`src/rtl/set_bank.sv`:
```
// Key-protected slow-device settings bank.
// New settings stay tentative until confirmed and fall back on timeout.
module set_bank #(
   parameter int NCH = 7,
   parameter int TOW = 4,
   parameter logic [NCH-1:0] DEF_SLOW = {NCH{1'b1}},
   parameter int DEF_TO = 3,
   parameter int KEY = 'h5A,
   parameter int CW = 16,
   parameter logic [CW-1:0] CONF_LEN = 16'hFFFF,
   localparam int DW = TOW + NCH + 1,
   localparam int AW = DW + 2
) (
   input  logic           CLK,
   input  logic           nPOR,
   input  logic           BACT,
   input  logic           SetCSWR,
   input  logic [AW:1]    A,
   output logic [NCH-1:0] Slow,
   output logic           SlowClockGate,
   output logic [TOW-1:0] SlowTimeout,
   output logic           Unlocked,
   output logic           Pending,
   output logic           Reverted
);

   localparam logic [1:0] LOCK = 2'd0;
   localparam logic [1:0] UNLK = 2'd1;
   localparam logic [1:0] PEND = 2'd2;

   localparam logic [1:0] OP_WR   = 2'b00;
   localparam logic [1:0] OP_CONF = 2'b01;
   localparam logic [1:0] OP_REV  = 2'b10;
   localparam logic [1:0] OP_KEY  = 2'b11;

   localparam int KW = (DW < 8) ? DW : 8;
   localparam logic [KW-1:0] KEYL = KW'(KEY);
   localparam logic [DW-1:0] DEF_ACT =
      {TOW'(DEF_TO), DEF_SLOW, 1'b0};

   logic          wrR;
   logic          wrRd;
   logic [AW:1]   ar;
   logic [1:0]    st;
   logic [CW-1:0] cnt;
   logic [DW-1:0] act;
   logic [DW-1:0] bak;
   logic          rev;

   logic          cmd;
   logic [1:0]    op;
   logic [DW-1:0] data;
   logic          keyOk;

   // One command per bus cycle: only the rising edge of the strobe counts.
   assign cmd   = wrR && !wrRd;
   assign op    = ar[AW:DW+1];
   assign data  = ar[DW:1];
   assign keyOk = (data[KW-1:0] == KEYL);

   always_ff @(posedge CLK) begin
      if (!nPOR) begin
         wrR  <= 1'b0;
         wrRd <= 1'b0;
         ar   <= '0;
         st   <= LOCK;
         cnt  <= '0;
         act  <= DEF_ACT;
         bak  <= DEF_ACT;
         rev  <= 1'b0;
      end else begin
         wrR  <= BACT && SetCSWR;
         wrRd <= wrR;
         ar   <= A;
         rev  <= 1'b0;
         unique case (st)
            LOCK: begin
               cnt <= '0;
               if (cmd && op == OP_KEY && keyOk) begin
                  st  <= UNLK;
                  cnt <= CONF_LEN;
               end
            end
            UNLK: begin
               if (cmd) begin
                  unique case (op)
                     OP_WR: begin
                        bak <= act;
                        act <= data;
                        cnt <= CONF_LEN;
                        st  <= PEND;
                     end
                     OP_KEY: cnt <= CONF_LEN;
                     default: begin
                        st  <= LOCK;
                        cnt <= '0;
                     end
                  endcase
               end else if (cnt == '0) begin
                  st <= LOCK;
               end else begin
                  cnt <= cnt - 1'b1;
               end
            end
            PEND: begin
               // A key stroke here is not a command; the timer keeps running.
               if (cmd && op != OP_KEY) begin
                  unique case (op)
                     OP_WR: begin
                        act <= data;
                        cnt <= CONF_LEN;
                     end
                     OP_REV: begin
                        act <= bak;
                        st  <= LOCK;
                        cnt <= '0;
                     end
                     default: begin
                        st  <= LOCK;
                        cnt <= '0;
                     end
                  endcase
               end else if (cnt == '0) begin
                  act <= bak;
                  rev <= 1'b1;
                  st  <= LOCK;
               end else begin
                  cnt <= cnt - 1'b1;
               end
            end
            default: begin
               st  <= LOCK;
               cnt <= '0;
            end
         endcase
      end
   end

   assign Slow          = act[NCH:1];
   assign SlowClockGate = act[0];
   assign SlowTimeout   = act[DW-1:NCH+1];
   assign Unlocked      = (st == UNLK);
   assign Pending       = (st == PEND);
   assign Reverted      = rev;

endmodule

```
`config.mk`:
```
export PLATFORM = sky130hd
export DESIGN_NAME = set_bank
export DESIGN_NICKNAME = d
export VERILOG_FILES = /design/src/rtl/set_bank.sv
export SDC_FILE = /design/constraint.sdc
export NUM_CORES = 1
export LEC_CHECK = 0
export CORE_MARGIN = 3
export CORE_UTILIZATION = 45
export CTS_BUF_LIST = sky130_fd_sc_hd__clkbuf_16
export CTS_CLUSTER_DIAMETER = 40
export CTS_CLUSTER_SIZE = 16
export DETAILED_ROUTE_END_ITERATION = 8
export HOLD_SLACK_MARGIN = 0.12
export PLACE_DENSITY = 0.67
export SLEW_MARGIN = 10
export SYNTH_ARGS = -nofsm -noshare
export SYNTH_HDL_FRONTEND = slang
export SYNTH_SLANG_ARGS = --single-unit
export TNS_END_PERCENT = 20
```
`constraint.sdc`:
```
create_clock -name CLK -period 2.3 [get_ports CLK]
set_clock_uncertainty 0.1 [all_clocks]
set_input_delay 0.46 -clock CLK [delete_from_list [all_inputs] [get_ports CLK]]
set_output_delay 0.46 -clock CLK [all_outputs]
set_load 0.03 [all_outputs]
```
==> results_dict.tcl, run 1 <==
set metrics [dict create \
    vdd.ir_drop.worst_uv 432.3 \
    die_height_um 84.28 \
    detail_route.vias_per_cell 5.470 \
    post-place-cells 396 \
    post_layout_nonfiller_instances 411 \
    cts_max_level 3 \
    worst_hold_path_type "register to register" \
    globalplace.congestion 0.8520 \
    final_period_minus_worst_setup_slack_ns 2.162 \
    post_synth_design_cell_area_um2 2758 \
    power.density_cell_area_nw_per_um2 695.6 \
    status "completed" \
    tritoncts "done" \
    sequential_area_share_after_synthesis 0.4283 \
    clock_sinks 59 \
    post_drt_wl_per_cell_um 14.82 \
    fin_tns_setup_ns 0 \
    fraction_of_layout_cells_with_a_size_suffix_above_1 0.08260 \
    hold_buffers 0 \
    final-max-slew-violation-count 0 \
    cp_data_required_time_ns 2.42 \
    cp.arrival_ns 2.28 \
    dominantRegCellSynth "sky130_fd_sc_hd__dfxtp_1" \
    cts.root.buffer_cell "sky130_fd_sc_hd__clkbuf_16" \
    dr_total_vias 2248 \
    dpl-instance-area_um2 3128 \
    die_width_um 84.28 \
    syn_inst 303 \
    synth.avg_cell_area_um2 9.101 \
    route.antenna.remaining_nets 0 \
    finalNetCount 362 \
    num_rows 27 \
    wire_length_of_the_first_global_routing_pass_um 10380 \
    grt_setup_unrepaired "false" \
    final_core_utilization 0.5959 \
    drc 0 \
    stdcell_area_um2 3402 \
    initial_utilization 0.4830 \
    grt_util_all_layers 0.1844 \
    leakage_nw 1.503 \
    io-pin-count 33 \
    yosysMostFrequentCell "sky130_fd_sc_hd__dfxtp_1" \
    yosys.area.top_type "sky130_fd_sc_hd__dfxtp_1" \
    timing.max_cap.violations 0 \
    port_buffers 32 \
    netlist-cell-type-count 50 \
    globalRoute.totalOverflow 0 \
    most_frequent_cells_after_synthesis "sky130_fd_sc_hd__dfxtp_1, sky130_fd_sc_hd__nand2_1, sky130_fd_sc_hd__o21ai_0, sky130_fd_sc_hd__and2_1, sky130_fd_sc_hd__nand3_1" \
    num_antenna_cells 0 \
    areaGrowthSynthToFinish_pct 23.37 \
    core_area_um2 5709 \
    grt_start_max_net_pins 46 \
    grt_antenna_before_repair 0 \
    worst_pin_slew_ns 0.6089 \
    cts_made_buffers 9 \
    initialDrtViolationCount 89 \
    synthesis.yosys.warnings 0 \
    cts.reportedPaths.clkPinSlew_ns 0.05 \
    fp.dieArea_um2 7103 \
    synth_edf_count 0 \
    crit_fanout 22 \
    setup.worst_path.start_class "register" \
    clk-insertion-delay-late_ns 0.33 \
    drtPass1Iterations 4 \
    netlist.area_leader.share 0.4283 \
    synth_register_bits 59 \
    hpwl_um 4016 \
    clock.fmax_mhz 462.5 \
    worstSetupPathType "register to register" \
    wirelength_um 6090 \
    asyncSetResetFlopFracSynth 0 \
    synth_top_area_cells "sky130_fd_sc_hd__dfxtp_1, sky130_fd_sc_hd__mux2i_1, sky130_fd_sc_hd__nand2_1, sky130_fd_sc_hd__ha_1, sky130_fd_sc_hd__and2_1" \
    timing.final.setup_violations 0 \
    clock_path_buffers 2 \
    timing.critical_path.to_type "register" \
    first_global_vias 2206 \
    layout_worst_path_cycle_share 0.9401 \
    fill_cells 516 \
    timing.final.hold_violations 0 \
    max-slew-margin-rel 0.5885 \
    syn-num-nets 330 \
]
per-layer routing:
metal	vias to the layer above	track usage	share of wire
li1	1140	-	-
met1	1049	0.2419	0.50
met2	45	0.2733	0.44
met3	14	0.06084	0.043
met4	0	0.08626	0.023
met5	-	0	0
flip-flops by register name, summed over array words and instances (netlist names):
register  count
Reverted      1
act          12
ar           14
bak          12
cnt          16
st            2
wrR           1
wrRd          1
path summary, 6_finish.rpt:
check,from,end,slack [ns],cells after the start
setup / recovery,ar[13],act[11],0.14,5
hold / removal,bak[10],bak[10],0.36,2
hold reg to reg,bak[10],bak[10],0.36,2
setup reg to reg,ar[13],act[11],0.14,5
worst max-delay path, cell delays in order (launching register included):
cell and delay, ns:
sky130_fd_sc_hd__dfxtp_1 0.31, sky130_fd_sc_hd__ha_1 0.27, sky130_fd_sc_hd__or4b_4 0.55, sky130_fd_sc_hd__o311a_4 0.42, sky130_fd_sc_hd__and2_1 0.19, sky130_fd_sc_hd__o211a_1 0.20
power by group:
part           switching [W]  internal, W
registers         0.00000849      0.00104
clock network       0.000433     0.000812
logic              0.0000289    0.0000450
logic make-up after synthesis:
kind of cell,share of synthesized area
simple gates,0.2455
fa+ha+maj,0.04084
xor+xnor,0.03176
buf+inv,0.04219
compound gates,0.1602
mux,0.05127
flops,0.4283
stage by stage:
stage	setup slack [ns]	total power (W)	hold WS, ns
3_5_place_dp	0.1399	0.001142	0.3564
2_1_floorplan	0.3220	0.001102	0.3398
4_1_cts	0.1255	0.002390	0.3678
6_report	0.1377	0.002366	0.3644
3_3_place_gp	0.1845	0.001139	0.3492
5_1_grt	0.04277	0.002457	0.3865
cell usage in the layout, fill, tap and decap left out, types with 4 or more instances in the layout:
cell	synthesis	layout
sky130_fd_sc_hd__dfxtp_1	59	59
sky130_fd_sc_hd__and2_1	16	16
sky130_fd_sc_hd__nor4_1	4	4
sky130_fd_sc_hd__a21oi_1	15	15
sky130_fd_sc_hd__a211oi_1	5	5
sky130_fd_sc_hd__inv_1	9	11
sky130_fd_sc_hd__clkdlybuf4s50_1	0	31
sky130_fd_sc_hd__nand2_1	32	32
sky130_fd_sc_hd__o21ai_0	17	17
sky130_fd_sc_hd__nor2b_1	4	4
sky130_fd_sc_hd__nor2_1	8	8
sky130_fd_sc_hd__o21ai_1	12	12
sky130_fd_sc_hd__and3_1	15	15
sky130_fd_sc_hd__ha_1	9	9
sky130_fd_sc_hd__mux2i_1	13	13
sky130_fd_sc_hd__xnor2_1	9	9
sky130_fd_sc_hd__clkbuf_16	0	9
sky130_fd_sc_hd__nand3_1	16	16
area by class of cell:
type	instances	area [µm²]	area share
Sequential cell	59	1181	0.3472
Clock inverter	6	50.05	0.01471
Tap cell	72	90.09	0.02648
Multi-Input combinational cell	220	1460	0.4292
Timing Repair Buffer	36	361.6	0.1063
Inverter	9	33.78	0.009930
Clock buffer	9	225.2	0.06620
repair_timing:
| item | in CTS | in global routing |
|---|---|---|
| setup buffers | 0 | 0 |
| resized for setup | 1 | 0 |
| endpoints found under the setup margin | 1 | 0 |
Note: power is estimated with default switching activity, not from simulation.
==> inputs of run 2 (changes only) <==
CORE_MARGIN = 2   (was 3)
==> run 2 against run 1 <==
Critical path depth is the same; sequential power hardly changed; critical path type unchanged; global-route usage rose by 1.3 points; largest cell class unchanged; highest routed layer unchanged; critical endpoint unchanged; non-clock buffer count unchanged.
==> results_dict.tcl, run 2 (synthesis results as in run 1) <==
set metrics [dict create \
    status "completed" \
    areaGrowthSynthToFinish_pct 25.54 \
    timing.max_cap.violations 0 \
    crit_buf_inv 0 \
    critical_path.cell_chain "ha_1, or4b_4, o311a_4, and2_1, o211a_1" \
    final_cell_mix "sky130_fd_sc_hd__dfxtp_1, sky130_fd_sc_hd__nand2_1, sky130_fd_sc_hd__clkdlybuf4s50_1" \
    post_drt_wl_per_cell_um 14.33 \
    setup.worst_path.start_class "register" \
    cell_family_contributing_the_most_delay_on_the_critical_path "simple AND/OR/NAND/NOR gates" \
    largest_reg_flops 16 \
    fraction_of_layout_cells_with_a_size_suffix_above_1 0.09118 \
    first_global_vias 2221 \
    drtPass1Iterations 4 \
    globalRoute.totalOverflow 0 \
    timing.critical_path.slowest_cell_delay_ns 0.55 \
    final_core_utilization 0.5847 \
    layout_commonest_cell "sky130_fd_sc_hd__dfxtp_1" \
    fp.dieArea_um2 6770 \
    worst_hold_path_type "register to register" \
    drc 0 \
    timing.final.setup_violations 0 \
    num_rows 28 \
    clock_path_buffers 2 \
    crit_fanout 22 \
    finalNetCount 362 \
    num_antenna_cells 0 \
    clock.fmax_mhz 460.9 \
    max-slew-margin-rel 0.6317 \
    fin_tns_setup_ns 0 \
    final.hold.worst_slack_ns 0.3636 \
    cts.root.buffer_cell "sky130_fd_sc_hd__clkbuf_16" \
    detail_route.vias_per_cell 5.492 \
    wire_length_of_the_first_global_routing_pass_um 10230 \
    core_area_um2 5921 \
    grt_setup_unrepaired "false" \
    die_height_um 82.28 \
    clock_sinks 59 \
    cp_data_required_time_ns 2.42 \
    die_width_um 82.28 \
    dr_total_vias 2279 \
    port_buffers 32 \
    grt_antenna_before_repair 0 \
    final_period_minus_worst_setup_slack_ns 2.170 \
    power.density_cell_area_nw_per_um2 754.0 \
    cp.arrival_ns 2.29 \
    postCtsSetupBuffers 0 \
    layout_worst_path_cycle_share 0.9433 \
    largest-register "cnt" \
    grt_start_max_net_pins 46 \
    crit_slowest_cell "sky130_fd_sc_hd__or4b_4" \
    hpwl_um 3919 \
    worstSetupPathType "register to register" \
    clk-insertion-delay-late_ns 0.32 \
    initial_utilization 0.4658 \
    io-pin-count 33 \
    globalplace.congestion 0.8405 \
    grt_util_all_layers 0.1977 \
    cts.reportedPaths.clkPinSlew_ns 0.05 \
    cts_made_buffers 9 \
    cts_max_level 3 \
    hold_buffers 0 \
    wirelength_um 5949 \
    leakage_nw 1.532 \
    initialDrtViolationCount 126 \
    stdcell_area_um2 3462 \
    vdd.ir_drop.worst_uv 397.6 \
    timing.final.hold_violations 0 \
    reg.largest.list "cnt (16), ar (14)" \
    timing.critical_path.to_type "register" \
    dpl-instance-area_um2 3132 \
    worst_pin_slew_ns 0.5450 \
    route.antenna.remaining_nets 0 \
    tritoncts "done" \
    final-max-slew-violation-count 0 \
]
==> run 2: cell types whose count changed in the layout (fill, tap and decap cells not counted) <==
cell | before | now
sky130_fd_sc_hd__bufinv_16 | 1 | 3
sky130_fd_sc_hd__clkdlybuf4s50_1 | 31 | 30
sky130_fd_sc_hd__clkinv_1 | 2 | 1
sky130_fd_sc_hd__clkinv_2 | 1 | 2
sky130_fd_sc_hd__dlygate4sd2_1 | 1 | 2
sky130_fd_sc_hd__inv_1 | 11 | 10
==> run 2: worst reg2reg max path, delay by kind of cell, from the launching register on <==
family,cells,cell delay (ns)
flops,1,0.31
fa+ha+maj,1,0.27
simple gates,2,0.75
compound gates,2,0.63
==> run 2: path summary, 6_finish.rpt <==
kind                from      end  slack, ns  cells past startpoint
setup / recovery  ar[13]  act[11]       0.13                      5
hold / removal    bak[9]   bak[9]       0.36                      2
setup reg to reg  ar[13]  act[11]       0.13                      5
hold reg to reg   bak[9]   bak[9]       0.36                      2
==> run 2: area by class of cell <==
type,instances,area (µm²)
tap,75,93.84
inverter,9,33.78
multi-input combinational,220,1460
timing repair buffer,36,360.3
clock buffer,9,225.2
sequential,59,1181
clock inverter,7,107.6
fill,545,2459
==> run 2: per-stage QoR <==
stage | power (W) | worst slack, ns | std cells
2_1_floorplan | 0.001102 | 0.3220 | 303
3_3_place_gp | 0.001139 | 0.1835 | 399
3_5_place_dp | 0.001140 | 0.1327 | 399
4_1_cts | 0.002628 | 0.1168 | 415
5_1_grt | 0.002684 | 0.01874 | 415
6_report | 0.002610 | 0.1303 | 415
==> run 2: what timing repair did <==
| action | in CTS | in global routing |
|---|---|---|
| setup endpoints to repair | 2 | 0 |
| resized for setup | 2 | 0 |
| endpoints found under the hold margin | 0 | 0 |
==> run 2: power breakdown <==
group,switching (W),internal [W]
clock network,0.000447,0.00104
logic,0.0000275,0.0000448
registers,0.00000849,0.00104
total,0.000483,0.00213
==> run 2: routing by layer <==
metal  track usage  part of all wire  vias to the layer above  wire length (µm)
met5             0                 0                        -                 0
met4       0.06000            0.0086                        0                51
met3       0.06087             0.050                       10               299
met2        0.3024              0.46                       49              2725
met1        0.2667              0.48                     1074              2873
li1              -                 -                     1146                 -
==> inputs of run 3 (changes only) <==
CTS_CLUSTER_DIAMETER = unset   (was 40)
PLACE_DENSITY = 0.73   (was 0.67)
SKIP_LAST_GASP = 1   (was unset)
==> run 3 against run 2 <==
Worst hold slack about the same; cell count shrank 0.24%; power is 4.5% lower; non-clock buffer count fell by 1; die area unchanged; largest cell class unchanged; worst setup slack lost 0.012 ns; fmax fell by 0.57%; critical endpoint unchanged; sequential power about the same.
==> results_dict.tcl, run 3 (synthesis results as in run 1) <==
set metrics [dict create \
    wirelength_um 5590 \
    cts.root.buffer_cell "sky130_fd_sc_hd__clkbuf_16" \
    setup.worst_path.start_class "register" \
    hpwl_um 3692 \
    reg.largest.list "cnt (16), ar (14)" \
    vdd.ir_drop.worst_uv 471.5 \
    final_period_minus_worst_setup_slack_ns 2.182 \
    hold_buffers 0 \
    fill_cells 491 \
    fraction_of_layout_cells_with_a_size_suffix_above_1 0.08555 \
    clock.fmax_mhz 458.3 \
    drtPass1Iterations 4 \
    dr_total_vias 2217 \
    cts_max_level 3 \
    initialDrtViolationCount 187 \
    final_cell_mix "sky130_fd_sc_hd__dfxtp_1, sky130_fd_sc_hd__nand2_1, sky130_fd_sc_hd__clkdlybuf4s50_1" \
    route.antenna.remaining_nets 0 \
    layout_worst_path_cycle_share 0.9487 \
    timing.final.setup_violations 0 \
    post_drt_wl_per_cell_um 13.50 \
    port_buffers 32 \
    seqCellArea_um2 1181 \
    globalRoute.totalOverflow 0 \
    layout_commonest_cell "sky130_fd_sc_hd__dfxtp_1" \
    worst_hold_path_cell_count 2 \
    num_rows 28 \
    hold_path_startpoint "bak[11]" \
    largest-register "cnt" \
    cp_data_required_time_ns 2.41 \
    number_of_cells_on_the_worst_reg_to_reg_path 5 \
    fp.dieArea_um2 6770 \
    areaGrowthSynthToFinish_pct 24.14 \
    crit_buf_inv 0 \
    stdcell_area_um2 3423 \
    largest_reg_flops 16 \
    grt_util_all_layers 0.1906 \
    io-pin-count 33 \
    leakage_nw 1.526 \
    worstSetupPathType "register to register" \
    clock_path_buffers 2 \
    cts_made_buffers 9 \
    crit_fanout 22 \
    critical_path.cell_chain "ha_1, or4b_4, o311a_4, and2_1, o211a_1" \
    die_height_um 82.28 \
    timing.critical_path.slowest_cell_delay_ns 0.55 \
    cell_family_contributing_the_most_delay_on_the_critical_path "simple AND/OR/NAND/NOR gates" \
    die_width_um 82.28 \
    timing.hold.worst_endpoint "bak[11]" \
    final.hold.worst_slack_ns 0.3640 \
    worst_hold_path_type "register to register" \
    initial_utilization 0.4658 \
    num_antenna_cells 0 \
    max-slew-margin-rel 0.6297 \
    multi_input_area_um2 1460 \
    globalplace.congestion 0.8629 \
    power.density_cell_area_nw_per_um2 728.3 \
    crit_slowest_cell "sky130_fd_sc_hd__or4b_4" \
    tritoncts "done" \
    timing.final.hold_violations 0 \
    r2r_end "act[11]" \
    wire_length_of_the_first_global_routing_pass_um 9784 \
    final-max-slew-violation-count 0 \
    timing.critical_path.to_type "register" \
    clock_sinks 59 \
    grt_antenna_before_repair 0 \
    regToRegSetupSlack_ns 0.12 \
    cts.reportedPaths.clkPinSlew_ns 0.05 \
    cp.arrival_ns 2.29 \
    detail_route.vias_per_cell 5.355 \
    worst_pin_slew_ns 0.5554 \
    core_area_um2 5921 \
    dpl-instance-area_um2 3112 \
    finalNetCount 361 \
    first_global_vias 2077 \
    drc 0 \
    grt_start_max_net_pins 46 \
    grt_setup_unrepaired "true" \
    status "completed" \
    clk-insertion-delay-late_ns 0.32 \
    timing.max_cap.violations 0 \
    critical_path.reg2reg.startpoint "ar[14]" \
]
-- run 3: cell count changes in the layout (fill, tap and decap cells not counted) --
cell                             previous run  this run
sky130_fd_sc_hd__inv_1                     10        11
sky130_fd_sc_hd__clkinv_4                   0         1
sky130_fd_sc_hd__dlygate4sd2_1              2         1
sky130_fd_sc_hd__clkinv_2                   2         1
sky130_fd_sc_hd__buf_12                     1         0
sky130_fd_sc_hd__dlymetal6s2s_1             0         1
sky130_fd_sc_hd__bufinv_16                  3         2
-- run 3: worst max-delay path by stage --
stage                 from        to  slack (ns)  cells past startpoint
floorplan           ar[13]    act[9]        0.32                      6
global placement    ar[13]    act[0]        0.18                      5
detailed placement  ar[14]   act[10]        0.12                      5
CTS                  st[0]  Unlocked       -0.05                      2
global route        ar[14]    act[6]      -0.002                      6
finish              ar[14]   act[11]        0.12                      5
-- run 3: per-stage QoR --
step / std cells / util / setup slack [ns] / power, W / setup TNS, ns
finish: 414 / 0.5782 / 0.1180 / 0.002493 / 0
global route: 414 / 0.5782 / -0.001908 / 0.002576 / -0.001908
CTS: 414 / 0.5778 / -0.04600 / 0.002510 / -0.04600
detailed placement: 398 / 0.5256 / 0.1248 / 0.001139 / 0
global placement: 398 / 0.5256 / 0.1814 / 0.001138 / 0
floorplan: 303 / - / 0.3220 / 0.001102 / 0
-- run 3: cell type report --
class	count	share of cell area
Multi-Input combinational cell	220	0.4265
Sequential cell	59	0.3450
Timing Repair Buffer	35	0.1005
Clock buffer	9	0.06579
Tap cell	75	0.02741
Clock inverter	7	0.02485
Inverter	9	0.009868
-- run 3: what timing repair did --
item                       in CTS  in global routing
buffers inserted                0                  0
setup endpoints to repair       2                  2
cloned                          0                  0
gates resized for setup         1                  1
-- run 3: report_power, final --
group / total, W / internal [W] / switching [W]
combinational: 0.0000722 / 0.0000448 / 0.0000273
sequential: 0.00105 / 0.00104 / 0.00000789
clock: 0.00137 / 0.000934 / 0.000441
-- run 3: layer usage --
metal  global-route usage  wire [µm]
met5                    0          0
met4               0.1033         83
met3              0.04783        217
met2               0.2581       2479
met1               0.2736       2809
-- run 3: worst register-to-register path, stage by stage, from the launching register on --
cell	delay [ns]
sky130_fd_sc_hd__dfxtp_1	0.33
sky130_fd_sc_hd__ha_1	0.26
sky130_fd_sc_hd__or4b_4	0.55
sky130_fd_sc_hd__o311a_4	0.43
sky130_fd_sc_hd__and2_1	0.21
sky130_fd_sc_hd__o211a_1	0.21
